$ cat src/rtl/log2_pkg.sv
// log2_pkg: shared types and helpers for the sequential base-2 logarithm unit.
//   log2_state_t : FSM states IDLE, NORM, FRAC, DONE
//   FRAC_EN      : 1 when the fractional refinement is built (LOG2_FRAC_EN defined)
//   res_w()      : result width for a given operand width and fraction length
// Optional feature macro: LOG2_FRAC_EN
package log2_pkg;

    typedef enum logic [1:0] {IDLE, NORM, FRAC, DONE} log2_state_t;

`ifdef LOG2_FRAC_EN
    localparam bit FRAC_EN = 1'b1;
`else
    localparam bit FRAC_EN = 1'b0;
`endif

    // Integer field is always $clog2(width) bits; the fraction is appended only
    // when the refinement hardware exists.
    function automatic int res_w(input int width, input int frac_bits);
        return $clog2(width) + (FRAC_EN ? frac_bits : 0);
    endfunction

endpackage

$ cat src/rtl/lead_one_detect.sv
// lead_one_detect: combinational WIDTH-bit priority encoder (integer log2).
//   a_i       in  WIDTH  operand
//   idx_o     out IW     index of the highest set bit (0 when a_i == 0)
//   nonzero_o out 1      a_i has at least one set bit
import log2_pkg::*;

module lead_one_detect #(
    parameter  int WIDTH = 32,
    localparam int IW    = $clog2(WIDTH)
) (
    input  logic [WIDTH-1:0] a_i,
    output logic [IW-1:0]    idx_o,
    output logic             nonzero_o
);

    // Ascending scan: the last set bit seen is the most significant one.
    always_comb begin
        idx_o = '0;
        for (int i = 0; i < WIDTH; i++) begin
            if (a_i[i]) idx_o = IW'(i);
        end
    end

    assign nonzero_o = |a_i;

endmodule

$ cat src/rtl/log2_seq.sv
// log2_seq: sequential floor(log2(A)) with optional fixed-point fraction.
// Optional feature macro: LOG2_FRAC_EN (adds FRAC state, squarer, counter and
// FRAC_BITS fraction bits below the integer part of the result).
//   clk       in  1      clock, rising edge
//   rst       in  1      synchronous active-high reset
//   in_valid  in  1      operand valid
//   in_ready  out 1      unit can accept an operand
//   A         in  WIDTH  unsigned operand
//   out_valid out 1      result valid
//   out_ready in  1      consumer accepts result
//   log2      out RES_W  {integer part, fraction}
//   zero      out 1      operand was zero (result forced to 0)
import log2_pkg::*;

module log2_seq #(
    parameter  int WIDTH     = 32,
    parameter  int FRAC_BITS = 4,
    parameter  int MANT_W    = 16,
    localparam int RES_W     = res_w(WIDTH, FRAC_BITS)
) (
    input  logic             clk,
    input  logic             rst,
    input  logic             in_valid,
    output logic             in_ready,
    input  logic [WIDTH-1:0] A,
    output logic             out_valid,
    input  logic             out_ready,
    output logic [RES_W-1:0] log2,
    output logic             zero
);

    localparam int IW = $clog2(WIDTH);

    if ((WIDTH & (WIDTH - 1)) != 0 || WIDTH < 4 ||
        (FRAC_EN && (FRAC_BITS < 1 || MANT_W < FRAC_BITS + 2))) begin : g_bad_cfg
        $error("log2_seq: illegal WIDTH/FRAC_BITS/MANT_W combination");
    end

    log2_state_t      state_q;
    logic [WIDTH-1:0] a_q;
    logic             in_ready_q;
    logic             out_valid_q;
    logic             zero_q;
    logic [RES_W-1:0] log2_q;
    logic [IW-1:0]    lead_idx;
    logic             lead_nz;
    logic             accept;
    logic             release_res;

    lead_one_detect #(.WIDTH(WIDTH)) u_lod (
        .a_i       (a_q),
        .idx_o     (lead_idx),
        .nonzero_o (lead_nz)
    );

    assign accept      = in_valid && in_ready_q;
    assign release_res = out_valid_q && out_ready;

`ifdef LOG2_FRAC_EN
    localparam int CW = $clog2(FRAC_BITS + 1);

    logic [MANT_W-1:0]   mant_q;
    logic [MANT_W-1:0]   mant_nrm_d;
    logic [MANT_W-1:0]   mant_sq_d;
    logic [2*MANT_W-1:0] sq;
    logic                sq_bit;
    logic [FRAC_BITS-1:0] frac_d;
    logic [CW-1:0]       cnt_q;

    always_comb begin
        // Left-justify the operand so its leading one sits at the MSB, then keep
        // the top MANT_W bits (zero-padded if the operand is narrower).
        mant_nrm_d = MANT_W'(({a_q, {MANT_W{1'b0}}} << (IW'(WIDTH - 1) - lead_idx)) >> WIDTH);
        sq         = (2*MANT_W)'(mant_q) * (2*MANT_W)'(mant_q);
        // m in [1,2) gives m^2 in [1,4): the top bit says whether the square
        // crossed 2, which is the next fraction bit; renormalise by truncation.
        sq_bit     = sq[2*MANT_W-1];
        mant_sq_d  = sq_bit ? MANT_W'(sq >> MANT_W) : MANT_W'(sq >> (MANT_W - 1));
        frac_d     = FRAC_BITS'({log2_q[FRAC_BITS-1:0], sq_bit});
    end
`endif

    // Operand and mantissa datapath registers carry no reset.
    always_ff @(posedge clk) begin
        if (accept) a_q <= A;
`ifdef LOG2_FRAC_EN
        if (state_q == NORM)      mant_q <= mant_nrm_d;
        else if (state_q == FRAC) mant_q <= mant_sq_d;
`endif
    end

    always_ff @(posedge clk) begin
        if (rst) begin
            state_q     <= IDLE;
            in_ready_q  <= 1'b1;
            out_valid_q <= 1'b0;
            log2_q      <= '0;
            zero_q      <= 1'b0;
`ifdef LOG2_FRAC_EN
            cnt_q       <= '0;
`endif
        end else begin
            case (state_q)
                IDLE: begin
                    if (accept) begin
                        in_ready_q <= 1'b0;
                        state_q    <= NORM;
                    end
                end
                NORM: begin
                    zero_q <= !lead_nz;
`ifdef LOG2_FRAC_EN
                    log2_q  <= {lead_idx, FRAC_BITS'(0)};
                    cnt_q   <= '0;
                    state_q <= lead_nz ? FRAC : DONE;
`else
                    log2_q  <= lead_idx;
                    state_q <= DONE;
`endif
                end
`ifdef LOG2_FRAC_EN
                FRAC: begin
                    log2_q <= {log2_q[RES_W-1 -: IW], frac_d};
                    cnt_q  <= cnt_q + 1'b1;
                    if (cnt_q == CW'(FRAC_BITS - 1)) state_q <= DONE;
                end
`endif
                DONE: begin
                    // out_valid rises one cycle after entering DONE, so the
                    // result registers have settled before it is offered.
                    if (release_res) begin
                        out_valid_q <= 1'b0;
                        in_ready_q  <= 1'b1;
                        state_q     <= IDLE;
                    end else begin
                        out_valid_q <= 1'b1;
                    end
                end
                default: state_q <= IDLE;
            endcase
        end
    end

    assign in_ready  = in_ready_q;
    assign out_valid = out_valid_q;
    assign log2      = log2_q;
    assign zero      = zero_q;

endmodule

$ cat config.mk
export PLATFORM = sky130hd
export DESIGN_NAME = log2_seq
export DESIGN_NICKNAME = d
export VERILOG_FILES = /design/src/rtl/log2_pkg.sv /design/src/rtl/lead_one_detect.sv /design/src/rtl/log2_seq.sv
export SDC_FILE = /design/constraint.sdc
export NUM_CORES = 1
export LEC_CHECK = 0
export CORE_MARGIN = 3
export CORE_UTILIZATION = 35
export DETAILED_ROUTE_END_ITERATION = 8
export GPL_TIMING_DRIVEN = 0
export HOLD_SLACK_MARGIN = 0.02
export MAX_ROUTING_LAYER = met4
export SYNTH_ARGS = -nofsm -noshare
export SYNTH_HDL_FRONTEND = slang
export SYNTH_SLANG_ARGS = --single-unit
$ cat constraint.sdc
create_clock -name clk -period 1.8 [get_ports clk]
set_input_delay 0.54 -clock clk [delete_from_list [all_inputs] [get_ports clk]]
set_output_delay 0.54 -clock clk [all_outputs]
set_load 0.02 [all_outputs]
==> results_dict.tcl, run 1 <==
set metrics [dict create \
    pin_count 44 \
    leakage_nw 0.849 \
    rsz0062_at_grt "no" \
    cts_root_buf "clkbuf_8" \
    yosysTopAreaCell "edfxtp_1" \
    grt_pass1_vias 1158 \
    numCtsBuffers 5 \
    grt_pass1_wl_mm 5.02 \
    drc_errors 0 \
    die_area_sq_um 5580 \
    cts_tree "done" \
    core_area_sq_um 4440 \
    drt_iter0_markers 41 \
    fin_crit_sh_pct 97.8 \
    yosysSeqAreaShare_pct 70.3 \
    async_flop_share_pct 0 \
    yosysTopAreaCellShare_pct 58.2 \
    clk_pin_slew_ns 0.07 \
    drv_cap 0 \
    antenna_found_initial 0 \
    fmax_ghz 0.568 \
    placement.io_buffers 43 \
    crit_family "buffers and inverters" \
    grt_usage_pct 12.2 \
    netlist_instances 132 \
    final_common_cell "clkdlybuf4s50_1" \
    diodes 0 \
    power-per-cell-area_nw_per_um2 894 \
    nFillCells 406 \
    die-height_um 74.7 \
    holdBufCountCts 0 \
    setup_viol 0 \
    crit_buf_inv 1 \
    final.setup.tns_ns 0 \
    vias 1209 \
    area_growth_pct 36.6 \
    grt_max_degree 34 \
    cts_setup_buffers 0 \
    final_antenna_net_count 0 \
    yosys-top-cells-area "edfxtp_1 (58%), dfxtp_1 (12%), nor2_1 (4.5%), a21oi_1 (3.0%), nor4_1 (2.3%)" \
    start_util_pct 37.2 \
    finalNetCount 218 \
    tightestPinTransition_ns 0.419 \
    crit_path_end_kind "output pin" \
    period_minus_slack_ns 1.76 \
    hold_violations 0 \
    wl_mm 3.19 \
    postSynthAreaPerCell_sq_um 12.5 \
    critical_path_class "reg2out" \
    dp_hpwl_mm 2.42 \
    cp.arrival_ns 1.22 \
    path_cells "clkdlybuf4s50_1" \
    overflow 0 \
    worstSkewPairLatency_ns 0.28 \
    clk_path_buf_depth 2 \
    worst_clock_skew_ns 0.00548 \
    viasPerCell 5.14 \
    synth-edff-count 32 \
    rows 24 \
    maxSlewHeadroom_pct 72.1 \
    required_ns 1.26 \
    h-tree-depth 2 \
    final_max_slew_viol_count 0 \
    finalWeightedCongestion 0.850 \
    drive_gt1_share_pct 7.10 \
    outcome "finished, final reports clean" \
    slowest_stage "clkdlybuf4s50_1" \
    final_cell_mix "clkdlybuf4s50_1 (36), edfxtp_1 (32), nor2_1 (20)" \
    drtPass1Iterations 4 \
    startpoint_type "flop" \
    worst_ir_drop_vdd_uv 415 \
    fin_util_pct 50.8 \
    ys.flop_type "edfxtp_1" \
    syn_nets 168 \
    clock_sinks 42 \
    synth.distinct_cells 33 \
    min_path_type "reg2reg" \
    slowest_delay_ns 0.61 \
    worstPathMaxFanout 2 \
    synth_warnings 0 \
    avgRoutedWirePerCell_um 13.6 \
    yosys_register_bits 42 \
    die_w_um 74.7 \
    syn_area_sq_um 1650 \
]
[metrics by stage]
| step | cells | setup slack [ns] | power (mW) | hold slack (ns) | cell area (sq um) |
|---|---|---|---|---|---|
| global placement | 227 | -0.683 | 1.45 | 0.484 | 2150 |
| floorplan | 132 | 0.0558 | 1.31 | 0.515 | 1650 |
| CTS | 235 | 0.00295 | 2.05 | 0.491 | 2240 |
| global route | 235 | 0.0117 | 2.12 | 0.519 | 2260 |
| finish | 235 | 0.0392 | 2.02 | 0.489 | 2260 |
| detailed placement | 227 | -0.767 | 1.46 | 0.475 | 2150 |
[power by group]
| group | internal [mW] | switching (mW) | leakage [nW] |
|---|---|---|---|
| Clock | 0.272 | 0.314 | 0.0441 |
| Sequential | 1.13 | 0.0554 | 0.387 |
| Combinational | 0.133 | 0.113 | 0.418 |
| Total | 1.53 | 0.483 | 0.849 |
[sequential cells by signal, summed over array words and instances (netlist names)]
name       flops
a_q           32
out_valid      1
in_ready       1
zero           1
log2           5
state_q        2
[metal layers]
layer / track usage [%] / wire, um
met4: 2.96 / 4
met2: 19.2 / 1520
met1: 15.2 / 1460
met3: 4.01 / 212
met5: - / 0
[logic make-up (layout without fill, tap and decap cells)]
group | Yosys count | after routing | share of synthesized area, %
AND/OR/NAND/NOR | 49 | 49 | 14.5
AO/OA/AOI/OAI | 32 | 32 | 13.2
flip-flops | 42 | 42 | 70.3
buffers and inverters | 9 | 60 | 2.05
[final timing paths]
path | endpoint | slack, ns | cells past startpoint | from
setup reg to reg | log2[0]$_SDFFE_PP0P_ | 0.16 | 5 | a_q[16]$_DFFE_PP_
setup / recovery | zero | 0.04 | 1 | zero$_SDFFE_PP0P_
hold / removal | zero$_SDFFE_PP0P_ | 0.49 | 2 | zero$_SDFFE_PP0P_
hold reg to reg | zero$_SDFFE_PP0P_ | 0.49 | 2 | zero$_SDFFE_PP0P_
[synth_stat cells, types with 2 or more instances]
cell      instances
nor2_1           20
o21ai_0           4
inv_1             8
nor3_1            5
or3_1             2
nand2_1           7
a211oi_1          3
nor4_1            6
edfxtp_1         32
o41ai_1           2
dfxtp_1          10
a311oi_1          2
nand2b_1          2
a21oi_1          10
[area by class of cell]
class                   instances  area, sq um  share of cell area (%)
multi-input cells              81          465                    20.6
clock inverters                 3         21.3                   0.943
clock buffers                   5         68.8                    3.05
repair buffers                 43          440                    19.5
flip-flops and latches         42         1160                    51.5
plain buffers                   1         3.75                   0.166
well taps                      52         65.1                    2.88
inverters                       8         30.0                    1.33
[timing repair]
item / in CTS / in global routing
cloned: 0 / 0
pin swaps: 0 / 0
resized for setup: 3 / 7
setup endpoints to repair: 35 / 38
Power figures use the tool's default switching activity.
==> run 2, diff against run 1 <==
--- a/config.mk
+++ b/config.mk
@@ -5,12 +5,16 @@
 export SDC_FILE = /design/constraint.sdc
 export NUM_CORES = 1
 export LEC_CHECK = 0
+export CAP_MARGIN = 25
+export CELL_PAD_IN_SITES_DETAIL_PLACEMENT = 1
+export CELL_PAD_IN_SITES_GLOBAL_PLACEMENT = 1
 export CORE_MARGIN = 3
-export CORE_UTILIZATION = 35
+export CORE_UTILIZATION = 33
 export DETAILED_ROUTE_END_ITERATION = 8
 export GPL_TIMING_DRIVEN = 0
 export HOLD_SLACK_MARGIN = 0.02
 export MAX_ROUTING_LAYER = met4
+export PLACE_DENSITY_LB_ADDON = 0.1
 export SYNTH_ARGS = -nofsm -noshare
 export SYNTH_HDL_FRONTEND = slang
 export SYNTH_SLANG_ARGS = --single-unit
==> results_dict.tcl, run 2 (synthesis results as in run 1) <==
set metrics [dict create \
    drc_errors 0 \
    nFillCells 521 \
    diodes 0 \
    min_path_type "reg2reg" \
    leakage_nw 0.857 \
    ff_latch_area_sq_um 1160 \
    h-tree-depth 2 \
    switching_share_pct 23.7 \
    period_minus_slack_ns 1.70 \
    cts_tree "done" \
    holdBufCountCts 0 \
    min_delay_path_depth 2 \
    grt_pass1_wl_mm 6.08 \
    final.setup.tns_ns 0 \
    power_frac_seq_pct 58.9 \
    wl_mm 3.59 \
    grt_pass1_vias 1314 \
    die_w_um 76.7 \
    cp.arrival_ns 1.92 \
    finalWeightedCongestion 0.728 \
    die_area_sq_um 5890 \
    highest_layer "met4" \
    largest_reg_flops 32 \
    slowest_stage "edfxtp_1" \
    worst_clock_skew_ns 0.00460 \
    placement.io_buffers 43 \
    die-height_um 76.7 \
    reg2reg_depth 5 \
    reg2reg_from "a_q[16]$_DFFE_PP_" \
    drive_gt1_share_pct 7.07 \
    drt_iter0_markers 48 \
    grt_max_degree 18 \
    worst_ir_drop_vdd_uv 416 \
    area_growth_pct 38.6 \
    tightestPinTransition_ns 0.454 \
    vias 1218 \
    drv_cap 0 \
    fin_crit_sh_pct 94.5 \
    top_register "a_q" \
    comb_power_share_pct 13.0 \
    outcome "finished, final reports clean" \
    core_area_sq_um 4790 \
    final_max_slew_viol_count 0 \
    min_from "zero$_SDFFE_PP0P_" \
    startpoint_type "flop" \
    pin_count 44 \
    crit_path_end_kind "flop" \
    viasPerCell 4.85 \
    clock_power_share_pct 28.1 \
    avgRoutedWirePerCell_um 14.3 \
    critical_path_class "reg2reg" \
    worstPathMaxFanout 4 \
    slowest_delay_ns 0.44 \
    met1Wirelength_mm 1.60 \
    multi_input_area_sq_um 464 \
    cts_setup_buffers 0 \
    fmax_ghz 0.588 \
    power_switching_uw 476 \
    stdcell_count 251 \
    grt_usage_pct 13.3 \
    p_total_mw 2.01 \
    cts_root_buf "clkbuf_8" \
    cpMostUsedCell "a21oi_1" \
    numCtsBuffers 5 \
    wl_met3_um 193 \
    p_int_mw 1.53 \
    clk_path_buf_depth 2 \
    clock_sinks 42 \
    final_common_cell "clkdlybuf4s50_1" \
    rsz0062_at_grt "no" \
    worstSkewPairLatency_ns 0.29 \
    power-per-cell-area_nw_per_um2 879 \
    overflow 0 \
    maxSlewHeadroom_pct 69.4 \
    path_cells "or3_1 > a221o_1 > a21oi_1 > o221ai_1 > a21oi_1" \
    hold_violations 0 \
    final_cell_mix "clkdlybuf4s50_1 (35), edfxtp_1 (32), nor2_1 (20)" \
    antenna_found_initial 0 \
    rows 25 \
    final_antenna_net_count 0 \
    drtPass1Iterations 4 \
    dp_hpwl_mm 2.79 \
    dr_wl_met2_mm 1.74 \
    crit_start "a_q[16]$_DFFE_PP_" \
    required_ns 2.02 \
    finalNetCount 219 \
    clk_pin_slew_ns 0.08 \
    start_util_pct 34.5 \
    setup_viol 0 \
    dpl.cell_count 243 \
]
==> run 2: cell count changes in the layout (fill, tap and decap cells not counted), sizes merged <==
cell	before	now
dlygate4sd2	2	4
buf	0	1
clkbuf	6	7
clkdlybuf4s50	36	35
clkinvlp	1	0
dlymetal6s2s	5	4
==> run 2: timing repair <==
action,4_1_cts,5_1_grt
pin swaps,0,0
endpoints found under the setup margin,36,6
gates resized for setup,5,7
==> run 2: through the flow <==
step	utilization (%)	hold slack (ns)	area (sq um)	worst slack [ns]
after global routing	47.8	0.544	2290	0.0223
after floorplan	-	0.515	1650	0.0558
after CTS	47.5	0.496	2270	0.00893
after global placement	45.3	0.484	2170	-0.682
final	47.8	0.489	2290	0.0983
after detailed placement	45.8	0.480	2190	-0.482
==> run 2: power by group through the flow <==
stage               Clock, mW  Combinational (mW)  Sequential, mW
CTS                     0.595               0.266            1.18
global placement            0               0.247            1.21
detailed placement          0               0.271            1.21
global route            0.634               0.288            1.20
finish                  0.566               0.261            1.18
floorplan                   0              0.0956            1.21
==> run 2: cell type report <==
| type | count | area share [%] |
|---|---|---|
| Sequential cell | 42 | 50.7 |
| Clock buffer | 6 | 3.17 |
| Buffer | 1 | 0.219 |
| Timing Repair Buffer | 44 | 20.2 |
| Clock inverter | 2 | 0.383 |
| Inverter | 8 | 1.31 |
| Tap cell | 67 | 3.66 |
| Multi-Input combinational cell | 81 | 20.3 |
==> run 2: worst max-delay path, delay by kind of cell (launching register included) <==
kind | cells | cell delay (ns)
AOI/OAI and AO/OA | 4 | 0.79
DFF | 1 | 0.44
and+or+nand+nor | 1 | 0.40
==> run 2: final timing paths <==
path	slack, ns	end
worst min-delay path	0.49	zero$_SDFFE_PP0P_
worst max-delay path	0.1	log2[0]$_SDFFE_PP0P_
worst max register to register	0.1	log2[0]$_SDFFE_PP0P_
worst min register to register	0.49	zero$_SDFFE_PP0P_
==> run 2: per-layer routing <==
layer	global-route usage, %	up-vias
li1	-	607
met1	15.3	575
met2	21.7	30
met3	4.58	6
met4	4.89	0
met5	-	-
